===== src/rtl/cpu_core_pkg.sv =====
// Shared definitions for the execute stage of the MIPS core.
// Holds the pipeline bus widths and field offsets, the memory access size
// encodings, the one-hot ALU operation bit indices and the request FSM states.
package cpu_core_pkg;

  localparam int DS_TO_ES_BUS_WIDTH = 151;
  localparam int ES_TO_MS_BUS_WIDTH = 76;
  localparam int ALU_OP_WIDTH       = 12;

  // ds_to_es_bus field LSB positions:
  // {pc, alu_op, src1, src2, store_data, dest, reg_write, mem_read, mem_write, mem_size, mem_unsigned}
  localparam int DS_PC_LSB           = 119;
  localparam int DS_ALU_OP_LSB       = 107;
  localparam int DS_SRC1_LSB         = 75;
  localparam int DS_SRC2_LSB         = 43;
  localparam int DS_STORE_DATA_LSB   = 11;
  localparam int DS_DEST_LSB         = 6;
  localparam int DS_REG_WRITE_BIT    = 5;
  localparam int DS_MEM_READ_BIT     = 4;
  localparam int DS_MEM_WRITE_BIT    = 3;
  localparam int DS_MEM_SIZE_LSB     = 1;
  localparam int DS_MEM_UNSIGNED_BIT = 0;

  // es_to_ms_bus field LSB positions:
  // {pc, result, dest, reg_write, mem_read, mem_size, mem_unsigned, addr_low}
  localparam int ES_PC_LSB           = 44;
  localparam int ES_RESULT_LSB       = 12;
  localparam int ES_DEST_LSB         = 7;
  localparam int ES_REG_WRITE_BIT    = 6;
  localparam int ES_MEM_READ_BIT     = 5;
  localparam int ES_MEM_SIZE_LSB     = 3;
  localparam int ES_MEM_UNSIGNED_BIT = 2;
  localparam int ES_ADDR_LOW_LSB     = 0;

  // Access size; 2'b11 is treated as a word by the store formatter.
  typedef enum logic [1:0] {
    MEM_BYTE = 2'b00,
    MEM_HALF = 2'b01,
    MEM_WORD = 2'b10
  } mem_size_e;

  // One-hot ALU operation bit indices.
  localparam int ALU_ADD  = 0;
  localparam int ALU_SUB  = 1;
  localparam int ALU_SLT  = 2;
  localparam int ALU_SLTU = 3;
  localparam int ALU_AND  = 4;
  localparam int ALU_NOR  = 5;
  localparam int ALU_OR   = 6;
  localparam int ALU_XOR  = 7;
  localparam int ALU_SLL  = 8;
  localparam int ALU_SRL  = 9;
  localparam int ALU_SRA  = 10;
  localparam int ALU_LUI  = 11;

  // Per-instruction data request state.
  typedef enum logic {
    REQ_IDLE = 1'b0,
    REQ_SENT = 1'b1
  } req_state_e;

endpackage


===== src/rtl/alu.sv =====
// Combinational ALU of the MIPS core.
// Ports:
//   alu_op     one-hot operation select (bit indices from cpu_core_pkg)
//   alu_src1   operand 1 (shift amount in [4:0] for shifts)
//   alu_src2   operand 2 (value being shifted; immediate for lui)
//   alu_result result; zero when no operation bit is set
module alu
  import cpu_core_pkg::*;
(
  input  logic [ALU_OP_WIDTH-1:0] alu_op,
  input  logic [31:0]             alu_src1,
  input  logic [31:0]             alu_src2,
  output logic [31:0]             alu_result
);

  logic        sub_mode;
  logic [31:0] add_sub_result;
  logic        slt_result;
  logic        sltu_result;

  // One shared adder; subtraction is src1 + ~src2 + 1.
  assign sub_mode       = alu_op[ALU_SUB];
  assign add_sub_result = alu_src1 + (sub_mode ? ~alu_src2 : alu_src2) + {31'd0, sub_mode};
  assign slt_result     = $signed(alu_src1) < $signed(alu_src2);
  assign sltu_result    = alu_src1 < alu_src2;

  always_comb begin
    alu_result = '0;
    if (alu_op[ALU_ADD] | alu_op[ALU_SUB]) alu_result = alu_result | add_sub_result;
    if (alu_op[ALU_SLT])  alu_result = alu_result | {31'd0, slt_result};
    if (alu_op[ALU_SLTU]) alu_result = alu_result | {31'd0, sltu_result};
    if (alu_op[ALU_AND])  alu_result = alu_result | (alu_src1 & alu_src2);
    if (alu_op[ALU_NOR])  alu_result = alu_result | ~(alu_src1 | alu_src2);
    if (alu_op[ALU_OR])   alu_result = alu_result | (alu_src1 | alu_src2);
    if (alu_op[ALU_XOR])  alu_result = alu_result | (alu_src1 ^ alu_src2);
    if (alu_op[ALU_SLL])  alu_result = alu_result | (alu_src2 << alu_src1[4:0]);
    if (alu_op[ALU_SRL])  alu_result = alu_result | (alu_src2 >> alu_src1[4:0]);
    if (alu_op[ALU_SRA])  alu_result = alu_result | 32'($signed(alu_src2) >>> alu_src1[4:0]);
    if (alu_op[ALU_LUI])  alu_result = alu_result | {alu_src2[15:0], 16'd0};
  end

endmodule


===== src/rtl/execute_stage_store_lane_format.sv =====
// Store lane formatter: places store data on the byte lanes of the 32-bit
// data bus and generates the matching byte write enables.
// Ports:
//   mem_size   access size (byte / half / word, 2'b11 as word)
//   addr_low   byte offset within the word
//   store_data register value to store (low bits used for byte/half)
//   wstrb      byte write enables
//   wdata      lane-replicated write data
module store_lane_format
  import cpu_core_pkg::*;
(
  input  logic [1:0]  mem_size,
  input  logic [1:0]  addr_low,
  input  logic [31:0] store_data,
  output logic [3:0]  wstrb,
  output logic [31:0] wdata
);

  logic is_byte;
  logic is_half;

  assign is_byte = (mem_size == MEM_BYTE);
  assign is_half = (mem_size == MEM_HALF);

  // Data is replicated on every lane so the strobe alone selects the target
  // bytes; halfwords only look at addr_low[1] (alignment is checked upstream).
  genvar gi;
  for (gi = 0; gi < 4; gi++) begin : g_lane
    localparam logic [1:0] LANE = 2'(gi);
    assign wstrb[gi] = is_byte ? (addr_low == LANE) :
                       is_half ? (addr_low[1] == LANE[1]) : 1'b1;
    assign wdata[8*gi +: 8] = is_byte ? store_data[7:0] :
                              is_half ? store_data[8*(gi%2) +: 8] :
                                        store_data[8*gi +: 8];
  end

endmodule


===== src/rtl/execute_stage.sv =====
// Execute stage of the MIPS core: registers the decode-to-execute bus,
// drives the ALU, issues one data SRAM request per load/store, forwards the
// ALU result to decode and hands the instruction on to the memory stage.
// Ports:
//   clock, reset_n                   core clock, asynchronous active-low reset
//   flush                            squash the instruction held here
//   ds_to_es_valid/bus, es_allowin   decode-side handshake and payload
//   es_to_ms_valid/bus, ms_allowin   memory-side handshake and payload
//   data_req_*                       data SRAM request channel
//   es_forward_*                     forwarding / load-use information to decode
module execute_stage
  import cpu_core_pkg::*;
(
  input  logic                          clock,
  input  logic                          reset_n,
  input  logic                          flush,
  input  logic                          ds_to_es_valid,
  output logic                          es_allowin,
  input  logic [DS_TO_ES_BUS_WIDTH-1:0] ds_to_es_bus,
  output logic                          es_to_ms_valid,
  input  logic                          ms_allowin,
  output logic [ES_TO_MS_BUS_WIDTH-1:0] es_to_ms_bus,
  output logic                          data_req_valid,
  input  logic                          data_req_ready,
  output logic                          data_req_write,
  output logic [31:0]                   data_req_addr,
  output logic [3:0]                    data_req_wstrb,
  output logic [31:0]                   data_req_wdata,
  output logic                          es_forward_valid,
  output logic [4:0]                    es_forward_dest,
  output logic [31:0]                   es_forward_data,
  output logic                          es_forward_is_load
);

  logic                          es_valid_q, es_valid_d;
  req_state_e                    req_state_q, req_state_d;
  logic [DS_TO_ES_BUS_WIDTH-1:0] ds_bus_q, ds_bus_d;

  logic [31:0]             es_pc;
  logic [ALU_OP_WIDTH-1:0] es_alu_op;
  logic [31:0]             es_src1;
  logic [31:0]             es_src2;
  logic [31:0]             es_store_data;
  logic [4:0]              es_dest;
  logic                    es_reg_write;
  logic                    es_mem_read;
  logic                    es_mem_write;
  logic [1:0]              es_mem_size;
  logic                    es_mem_unsigned;

  logic [31:0] alu_result;
  logic [3:0]  fmt_wstrb;
  logic [31:0] fmt_wdata;
  logic        es_mem_op;
  logic        req_sent;
  logic        req_fire;
  logic        es_ready_go;
  logic        es_leave;

  assign es_pc           = ds_bus_q[DS_PC_LSB +: 32];
  assign es_alu_op       = ds_bus_q[DS_ALU_OP_LSB +: ALU_OP_WIDTH];
  assign es_src1         = ds_bus_q[DS_SRC1_LSB +: 32];
  assign es_src2         = ds_bus_q[DS_SRC2_LSB +: 32];
  assign es_store_data   = ds_bus_q[DS_STORE_DATA_LSB +: 32];
  assign es_dest         = ds_bus_q[DS_DEST_LSB +: 5];
  assign es_reg_write    = ds_bus_q[DS_REG_WRITE_BIT];
  assign es_mem_read     = ds_bus_q[DS_MEM_READ_BIT];
  assign es_mem_write    = ds_bus_q[DS_MEM_WRITE_BIT];
  assign es_mem_size     = ds_bus_q[DS_MEM_SIZE_LSB +: 2];
  assign es_mem_unsigned = ds_bus_q[DS_MEM_UNSIGNED_BIT];

  alu u_alu (
    .alu_op     (es_alu_op),
    .alu_src1   (es_src1),
    .alu_src2   (es_src2),
    .alu_result (alu_result)
  );

  store_lane_format u_store_lane_format (
    .mem_size   (es_mem_size),
    .addr_low   (alu_result[1:0]),
    .store_data (es_store_data),
    .wstrb      (fmt_wstrb),
    .wdata      (fmt_wdata)
  );

  // Once the request has been accepted it is never re-presented; the stage
  // then only waits on ms_allowin. flush masks the request in the same cycle.
  assign es_mem_op      = es_mem_read | es_mem_write;
  assign req_sent       = (req_state_q == REQ_SENT);
  assign data_req_valid = es_valid_q & es_mem_op & ~req_sent & ~flush;
  assign req_fire       = data_req_valid & data_req_ready;
  assign es_ready_go    = es_mem_op ? (req_sent | req_fire) : 1'b1;
  assign es_allowin     = ~es_valid_q | (es_ready_go & ms_allowin);
  assign es_to_ms_valid = es_valid_q & es_ready_go & ~flush;
  assign es_leave       = es_to_ms_valid & ms_allowin;

  always_comb begin
    es_valid_d = es_valid_q;
    if (flush) begin
      es_valid_d = 1'b0;
    end else if (es_allowin) begin
      es_valid_d = ds_to_es_valid;
    end

    ds_bus_d = ds_bus_q;
    if (ds_to_es_valid && es_allowin) begin
      ds_bus_d = ds_to_es_bus;
    end

    // A handshake in the cycle the instruction leaves needs no memory of it.
    req_state_d = req_state_q;
    if (flush || es_leave) begin
      req_state_d = REQ_IDLE;
    end else if (req_fire) begin
      req_state_d = REQ_SENT;
    end
  end

  always_ff @(posedge clock or negedge reset_n) begin
    if (!reset_n) begin
      es_valid_q  <= 1'b0;
      req_state_q <= REQ_IDLE;
      ds_bus_q    <= '0;
    end else begin
      es_valid_q  <= es_valid_d;
      req_state_q <= req_state_d;
      ds_bus_q    <= ds_bus_d;
    end
  end

  assign data_req_write = es_mem_write;
  assign data_req_addr  = {alu_result[31:2], 2'b00};
  assign data_req_wstrb = es_mem_write ? fmt_wstrb : 4'b0000;
  assign data_req_wdata = fmt_wdata;

  assign es_to_ms_bus = {es_pc, alu_result, es_dest, es_reg_write, es_mem_read,
                         es_mem_size, es_mem_unsigned, alu_result[1:0]};

  assign es_forward_valid   = es_valid_q & es_reg_write & (es_dest != 5'd0);
  assign es_forward_dest    = es_dest;
  assign es_forward_data    = alu_result;
  assign es_forward_is_load = es_valid_q & es_mem_read;

endmodule


===== config.mk =====
export PLATFORM = sky130hd
export DESIGN_NAME = execute_stage
export DESIGN_NICKNAME = d
export VERILOG_FILES = /design/src/rtl/cpu_core_pkg.sv /design/src/rtl/alu.sv /design/src/rtl/execute_stage_store_lane_format.sv /design/src/rtl/execute_stage.sv
export SDC_FILE = /design/constraint.sdc
export NUM_CORES = 1
export LEC_CHECK = 0
export ABC_AREA = 1
export CORE_ASPECT_RATIO = 0.75
export CORE_MARGIN = 4
export CORE_UTILIZATION = 47
export DETAILED_ROUTE_END_ITERATION = 7
export GPL_TIMING_DRIVEN = 0
export PLACE_DENSITY_LB_ADDON = 0.1
export SYNTH_ARGS = -nofsm -noshare
export SYNTH_HDL_FRONTEND = slang
export SYNTH_SLANG_ARGS = --single-unit

===== constraint.sdc =====
create_clock -name clock -period 3 [get_ports clock]
set_clock_uncertainty 0.05 [all_clocks]
set_input_delay 0.3 -clock clock [delete_from_list [all_inputs] [get_ports clock]]
set_output_delay 0.3 -clock clock [all_outputs]
set_load 0.05 [all_outputs]

; Yosys cells after proc, flatten, opt, wreduce, memory -nomap -nowiden
; Cells that the tools add are included.
[op_classes]
muxes = 29
reduce_logical = 7
magnitude_cmp = 2
n_addsub = 2
eq_ne = 4
shift = 3
bitwise_logic = 34
[ops]
columns = operator, n
row1 = 32-bit two-way mux, 12
row2 = 32-bit OR, 9
row3 = 32-bit < comparator, 2
row4 = 32-bit inverter, 2
row5 = 32-bit by 1-bit OR with 32-bit output, 2
row6 = 8-bit two-way mux, 5
row7 = 32-bit by 1-bit adder with 32-bit output, 1
row8 = 32-bit adder, 1
row9 = 32-bit bitwise AND, 1
row10 = 32-bit by 5-bit left shift with 32-bit output, 1
row11 = 32-bit by 5-bit >> shifter with 32-bit output, 1
row12 = 32-bit by 5-bit >>> shifter with 32-bit output, 1
row13 = 32-bit bitwise XOR, 1
row14 = 1-bit bitwise AND, 11
row15 = 1-bit two-way mux, 11
row16 = 5-bit nonzero test, 1
row17 = 2-bit by 1-bit == test with 1-bit output (second input constant), 2
row18 = 2-bit == test (second input constant), 2
row19 = 2-bit zero test, 2
row20 = 4-bit two-way mux, 1
row21 = 1-bit inverter, 4
row22 = 1-bit OR, 4
row23 = 2-bit nonzero test, 2
row24 = 1-bit logical AND, 1
row25 = 1-bit logical OR, 1
[word_totals]
out_inout_bits = 187
reg_bits = 153
input_bits = 157

; Logic depth before layout (Yosys ltp)
[depth]
word_depth = 29
ltp_mapped = 20
depth_no_buf = 17

; Hierarchy
; Synthesis repeated with hierarchy kept, for this count alone.
[unflattened]
hier_cells = 2602
hier_area_um2 = 16419.5
[by_module_without_submodules]
columns = module, instances, area_each_um2, cells_per_inst
row1 = alu, 1, 8884.8, 1699
row2 = execute_stage, 1, 7009.2, 803
row3 = store_lane_format, 1, 525.5, 100

; Worst setup path before layout
; OpenSTA, ideal clock, no wires.
[synth_path]
path_type = register to output
from = register ds_bus_q[76]
to = output port es_forward_data[16]
setup_slack_ps = -970
path_stages_with_launch = 14
t_arrival_ps = 3620
required_ps = 2650
path_cell_list = dfrtp_1 -> buf_2 -> inv_1 -> buf_2 -> buf_2 -> buf_2 -> fa_1 -> o21ai_1 -> inv_1 -> o21ai_0 -> a21oi_1 -> xor2_1 -> o211ai_1 -> buf_4
[synth_via]
elab_chain_cells = 23
word_cells_on_any_way = 26
[synth_rtl]
columns = element, line_no
row1 = start: declaration, execute_stage.sv:37  ; logic [DS_TO_ES_BUS_WIDTH-1:0] ds_bus_q, ds_bus_d;
row2 = start signal: assignment, execute_stage.sv:128  ; ds_bus_q <= ds_bus_d;
row3 = 32-bit adder, alu.sv:23  ; assign add_sub_result = alu_src1 + (sub_mode ? ~alu_src2 : alu_src2) + {31'd0, sub_mode};
row4 = 32-bit by 1-bit adder with 32-bit output, alu.sv:23
row5 = 32-bit two-way mux, alu.sv:29  ; if (alu_op[ALU_ADD] | alu_op[ALU_SUB]) alu_result = alu_result | add_sub_result;
row6 = 32-bit by 1-bit OR with 32-bit output, alu.sv:30  ; if (alu_op[ALU_SLT]) alu_result = alu_result | {31'd0, slt_result};
row7 = 32-bit two-way mux, alu.sv:30
row8 = 32-bit by 1-bit OR with 32-bit output, alu.sv:31  ; if (alu_op[ALU_SLTU]) alu_result = alu_result | {31'd0, sltu_result};
row9 = 32-bit two-way mux, alu.sv:31
row10 = 32-bit OR, alu.sv:32  ; if (alu_op[ALU_AND]) alu_result = alu_result | (alu_src1 & alu_src2);
row11 = [7 not listed], n/a
row12 = 32-bit OR, alu.sv:36  ; if (alu_op[ALU_SLL]) alu_result = alu_result | (alu_src2 << alu_src1[4:0]);
row13 = 32-bit two-way mux, alu.sv:36
row14 = 32-bit OR, alu.sv:37  ; if (alu_op[ALU_SRL]) alu_result = alu_result | (alu_src2 >> alu_src1[4:0]);
row15 = 32-bit two-way mux, alu.sv:37
row16 = 32-bit OR, alu.sv:38  ; if (alu_op[ALU_SRA]) alu_result = alu_result | 32'($signed(alu_src2) >>> alu_src1[4:0]);
row17 = 32-bit two-way mux *, alu.sv:38
row18 = 32-bit OR, alu.sv:39  ; if (alu_op[ALU_LUI]) alu_result = alu_result | {alu_src2[15:0], 16'd0};
row19 = 32-bit two-way mux *, alu.sv:39
row20 = end: declaration, execute_stage.sv:31  ; output logic [31:0] es_forward_data,
; Every way passes the cells marked *; elsewhere a longest branch is shown, timed or not.

; Worst setup path in the final report
[layout_path]
from = register ds_bus_q[108]
to = output port es_to_ms_bus[42]
[layout_via]
elab_chain_cells = 24
word_cells_on_any_way = 25
[layout_rtl]
columns = element, line_no
row1 = 32-bit two-way mux, alu.sv:23
row2 = 32-bit adder, alu.sv:23
row3 = 32-bit by 1-bit adder with 32-bit output, alu.sv:23
row4 = 32-bit two-way mux *, alu.sv:29
row5 = 32-bit by 1-bit OR with 32-bit output, alu.sv:30
row6 = 32-bit two-way mux *, alu.sv:30
row7 = 32-bit by 1-bit OR with 32-bit output, alu.sv:31
row8 = 32-bit two-way mux *, alu.sv:31
row9 = [8 not listed], n/a
row10 = 32-bit OR, alu.sv:36
row11 = 32-bit two-way mux *, alu.sv:36
row12 = 32-bit OR, alu.sv:37
row13 = 32-bit two-way mux *, alu.sv:37
row14 = 32-bit OR, alu.sv:38
row15 = 32-bit two-way mux *, alu.sv:38
row16 = 32-bit OR, alu.sv:39
row17 = 32-bit two-way mux *, alu.sv:39
row18 = end: declaration, execute_stage.sv:22  ; output logic [ES_TO_MS_BUS_WIDTH-1:0] es_to_ms_bus,
; Marks and branches as above.

==> results.md <==
* TritonRoute pass-1 iters at 8
* Largest net degree at the start of global routing at 87
* Worst path required time at 2.65 ns
* Setup slack, reg-to-reg at 0.19 ns
* Top FF cell, synth: dfrtp_1
* Worst Path Arrival at approximately 3.5 ns
* DP HPWL at approximately 65,000 um
* Post-synth top area share at 0.2497
* Synth area leaders: dfrtp_1 25%, nand2_1 16%, ha_1 10%
* Fillers at around 2,300
* Clock Root Buffer: clkbuf_16
* Total track usage at 0.4492
* Yosys warns at 0
* CP Max Fanout at 10
* P_leak at 0.01114 uW
* Worst path bufs/invs at 4
* Max cap viols at 0
* DIE HEIGHT at 164.4 um
* Synth Register Bits at 153
* Setup crit start: ds_bus_q[108]
* CTS tree: yes
* Die width at 216.6 um
* TritonCTS Buffers at 17
* Worst slew pin tran at 0.9981 ns
* GRT overflow at 0
* Period utilization at 1.267
* Slowest CP cell: dfrtp_1
* Critical Path Start Type: flip-flop
* Power Density at 768.2 mW/mm2
* Post-Synthesis Cells at 2,359
* Initial DRC Count at 3,853
* Reg area at just under 0.004 mm2
* EDFF count, synth at 0
* Die area at 0.03560 mm2
* Ant diodes at 0
* Max transition margin at 0.3346
* DRC viols at 4
* Vias in the first global route at 18,862
* Failing checks: DRC, setup timing
* Fmax at 263.0 MHz
* WP depth at 15
* Hold EP: ds_bus_q[123]
* Clk buf depth at 2
* Area grow syn2layout at 52.84%
* HP Start: ds_to_es_bus[123]
* Initial antenna violation count at 5
* Setup crit end kind: output port
* Placer congestion estimate at 1.166
* Worst Setup Path Type: flip-flop to output port
* Layout Cells excl Fill at 3,281
* # nets final at around 3,100
* Port bufs at between 300 and 400
* Fin. max-slew vios at 0
* Hold Path Cell Cnt at 3
* Unrepaired setup endpoints after global routing: true
* Layout cell share with drive strength beyond 1 at 0.2741
* Synth unique cells at 50
* Clock-pin slew on the worst setup and hold paths at 0.07 ns
* CP dominant cell by count: buf_8
* Critical path, cell by cell: buf_8 > buf_8 > xor2_1 > ha_2 > a21oi_1 > o21ai_0 > a21oi_1 > nand2_1 > a21oi_2 > nand2_2 > nand2_2 > nand3_4 > nand2_4 > buf_8 > buf_8
* Largest stage delay on the critical path at 0.37 ns
* Initial Util at 0.4830
* DR vias at 20,775
* Syn_area_per_cell at 6.499 um2
* Worst reg2reg startpoint: ds_bus_q[3]
* Number of clock sinks at 153
* H-tree Lvls at 4
* Core Box Area at 0.03174 mm2
* Setup ws final at -0.8019 ns
* Period minus WS final at 3.802 ns
* Setup-failing EPs final at 100
* Cell accounting for the most synthesized area: dfrtp_1
* Io pins at ~340
* Worst flop-to-flop path endpoint: ds_bus_q[72]
* Cell family with most CP delay: compound AO/OA/AOI/OAI gates
* Global-route wire length before repair at 120,000 um
* Vias per cell at 6.332
* Max IR drop VDD at 374.9 uV
* DRT Wirelength at 87,540 um
* Clock latency on the worst-skew pair at 0.44 ns
* Status: complete, but fails checks
* Post-Syn Area at 0.01533 mm2
* Routed WL per cell at 26.68 um
* Final hold slack at around 0.36 ns
* Placement Rows at 56
* Final hold violation count at 0
* Placed cell count at 3,136
* Design Power at 18,000 uW
* Finished Core Util at 0.7383
* Area of the multi-input gates at between 0.01 and 0.015 mm2
* Post-route ant nets at 0
* Post-synth ARST share at 1.000
* Reg2Reg Depth at 14
* Register area share after synthesis at 0.2497
* HP Class: primary input to flip-flop
==> area by class of cell <==
class,instances,area share
plain buffers,245,0.08207
multi-input cells,1793,0.4765
clock buffers,19,0.01890
inverters,168,0.02910
well taps,435,0.02323
clock inverters,13,0.007208
repair buffers,455,0.1981
flip-flops and latches,153,0.1648
==> how the worst max path moves through the flow <==
stage	to	slack, ns
final	es_to_ms_bus[42]	-0.80
after global routing	es_to_ms_bus[42]	-0.91
after CTS	es_to_ms_bus[42]	-0.57
after detailed placement	data_req_wstrb[2]	-1.79
after global placement	ds_bus_q[133]	-4.67
after floorplan	es_forward_data[16]	-0.53
==> power by group <==
part	internal [uW]	switching, uW
combinational	4630	8140
sequential	2370	533
clock	1340	983
==> flip-flops by register name (all words and copies together), names as in the netlist <==
| signal | count |
|---|---|
| ds_bus_q | 151 |
| es_valid_q | 1 |
| req_sent | 1 |
==> cell usage after synthesis, drive strengths merged (5+ instances only) <==
cell type	number
a221oi	19
inv	163
a21oi	186
xor2	33
a211oi	8
nor2	200
buf	191
o2111ai	9
o21a	8
o21bai	10
dfrtp	153
nand3	195
or2	9
nand2	672
a21o	11
nor4	5
o211ai	30
clkbuf	55
nand4	14
ha	126
nor3	17
o21ai	187
o22ai	8
mux2i	8
clkinv	5
==> worst min-delay path, stage by stage <==
cell and delay (ns):
clkdlybuf4s50_1 0.39, nand3_1 0.08, nand2_1 0.05
==> layer usage <==
layer | track usage | share of wire | vias up
li1 | - | - | 8661
met1 | 0.5863 | 0.36 | 9784
met2 | 0.6507 | 0.41 | 1846
met3 | 0.2137 | 0.17 | 470
met4 | 0.1602 | 0.057 | 14
met5 | 0 | 0.0018 | -
==> through the flow <==
stage / TNS [ns] / instance area, um2 / setup slack (ns)
after floorplan: -3.589 / 15710 / -0.5291
final: -55.03 / 23430 / -0.8019
after global placement: -825.03 / 19660 / -4.666
after global routing: -60.79 / 23430 / -0.9116
after detailed placement: -112.81 / 19690 / -1.789
after CTS: -45.71 / 21710 / -0.5750
==> cells in the final DEF (no fill, tap or decap), types with 14 or more instances in the layout <==
master	Yosys	layout
xor2_1	33	23
a21oi_1	186	145
ha_4	0	20
nor2_2	1	14
ha_1	126	101
o21ai_2	0	18
dfrtp_2	0	27
nand2_1	670	607
dfrtp_1	153	126
nand3_1	195	167
a21oi_4	0	14
o211ai_1	30	30
nand2_2	2	44
nand4_1	14	14
clkdlybuf4s50_1	0	224
clkbuf_1	55	30
nand2_4	0	20
buf_2	43	29
clkbuf_16	0	19
o21ai_1	5	45
a21oi_2	0	27
o21ai_0	182	111
nor2_1	199	176
nand3_2	0	20
buf_8	0	53
buf_6	1	104
clkbuf_2	0	24
buf_4	122	192
inv_1	159	138
==> cell families (layout without fill, tap and decap cells) <==
family / after synthesis / after routing / synth area share
compound gates: 499 / 499 / 0.1863
simple gates: 1121 / 1121 / 0.2986
fa+ha+maj: 127 / 127 / 0.1041
xor+xnor: 36 / 36 / 0.02057
buf+inv: 414 / 900 / 0.1352
mux: 8 / 8 / 0.005223
other cells: 1 / 2 / 0.0002446
flops: 153 / 153 / 0.2497
==> timing repair <==
| item | 4_1_cts | 5_1_grt |
|---|---|---|
| endpoints found under the hold margin | 67 | 0 |
| setup buffers | 63 | 49 |
| pin swaps | 65 | 98 |
| gates resized for setup | 889 | 414 |
| endpoints found under the setup margin | 115 | 122 |
| gates cloned | 0 | 1 |
| hold buffers | 1 | 0 |
No activity file was read; power rests on OpenSTA's default activity.
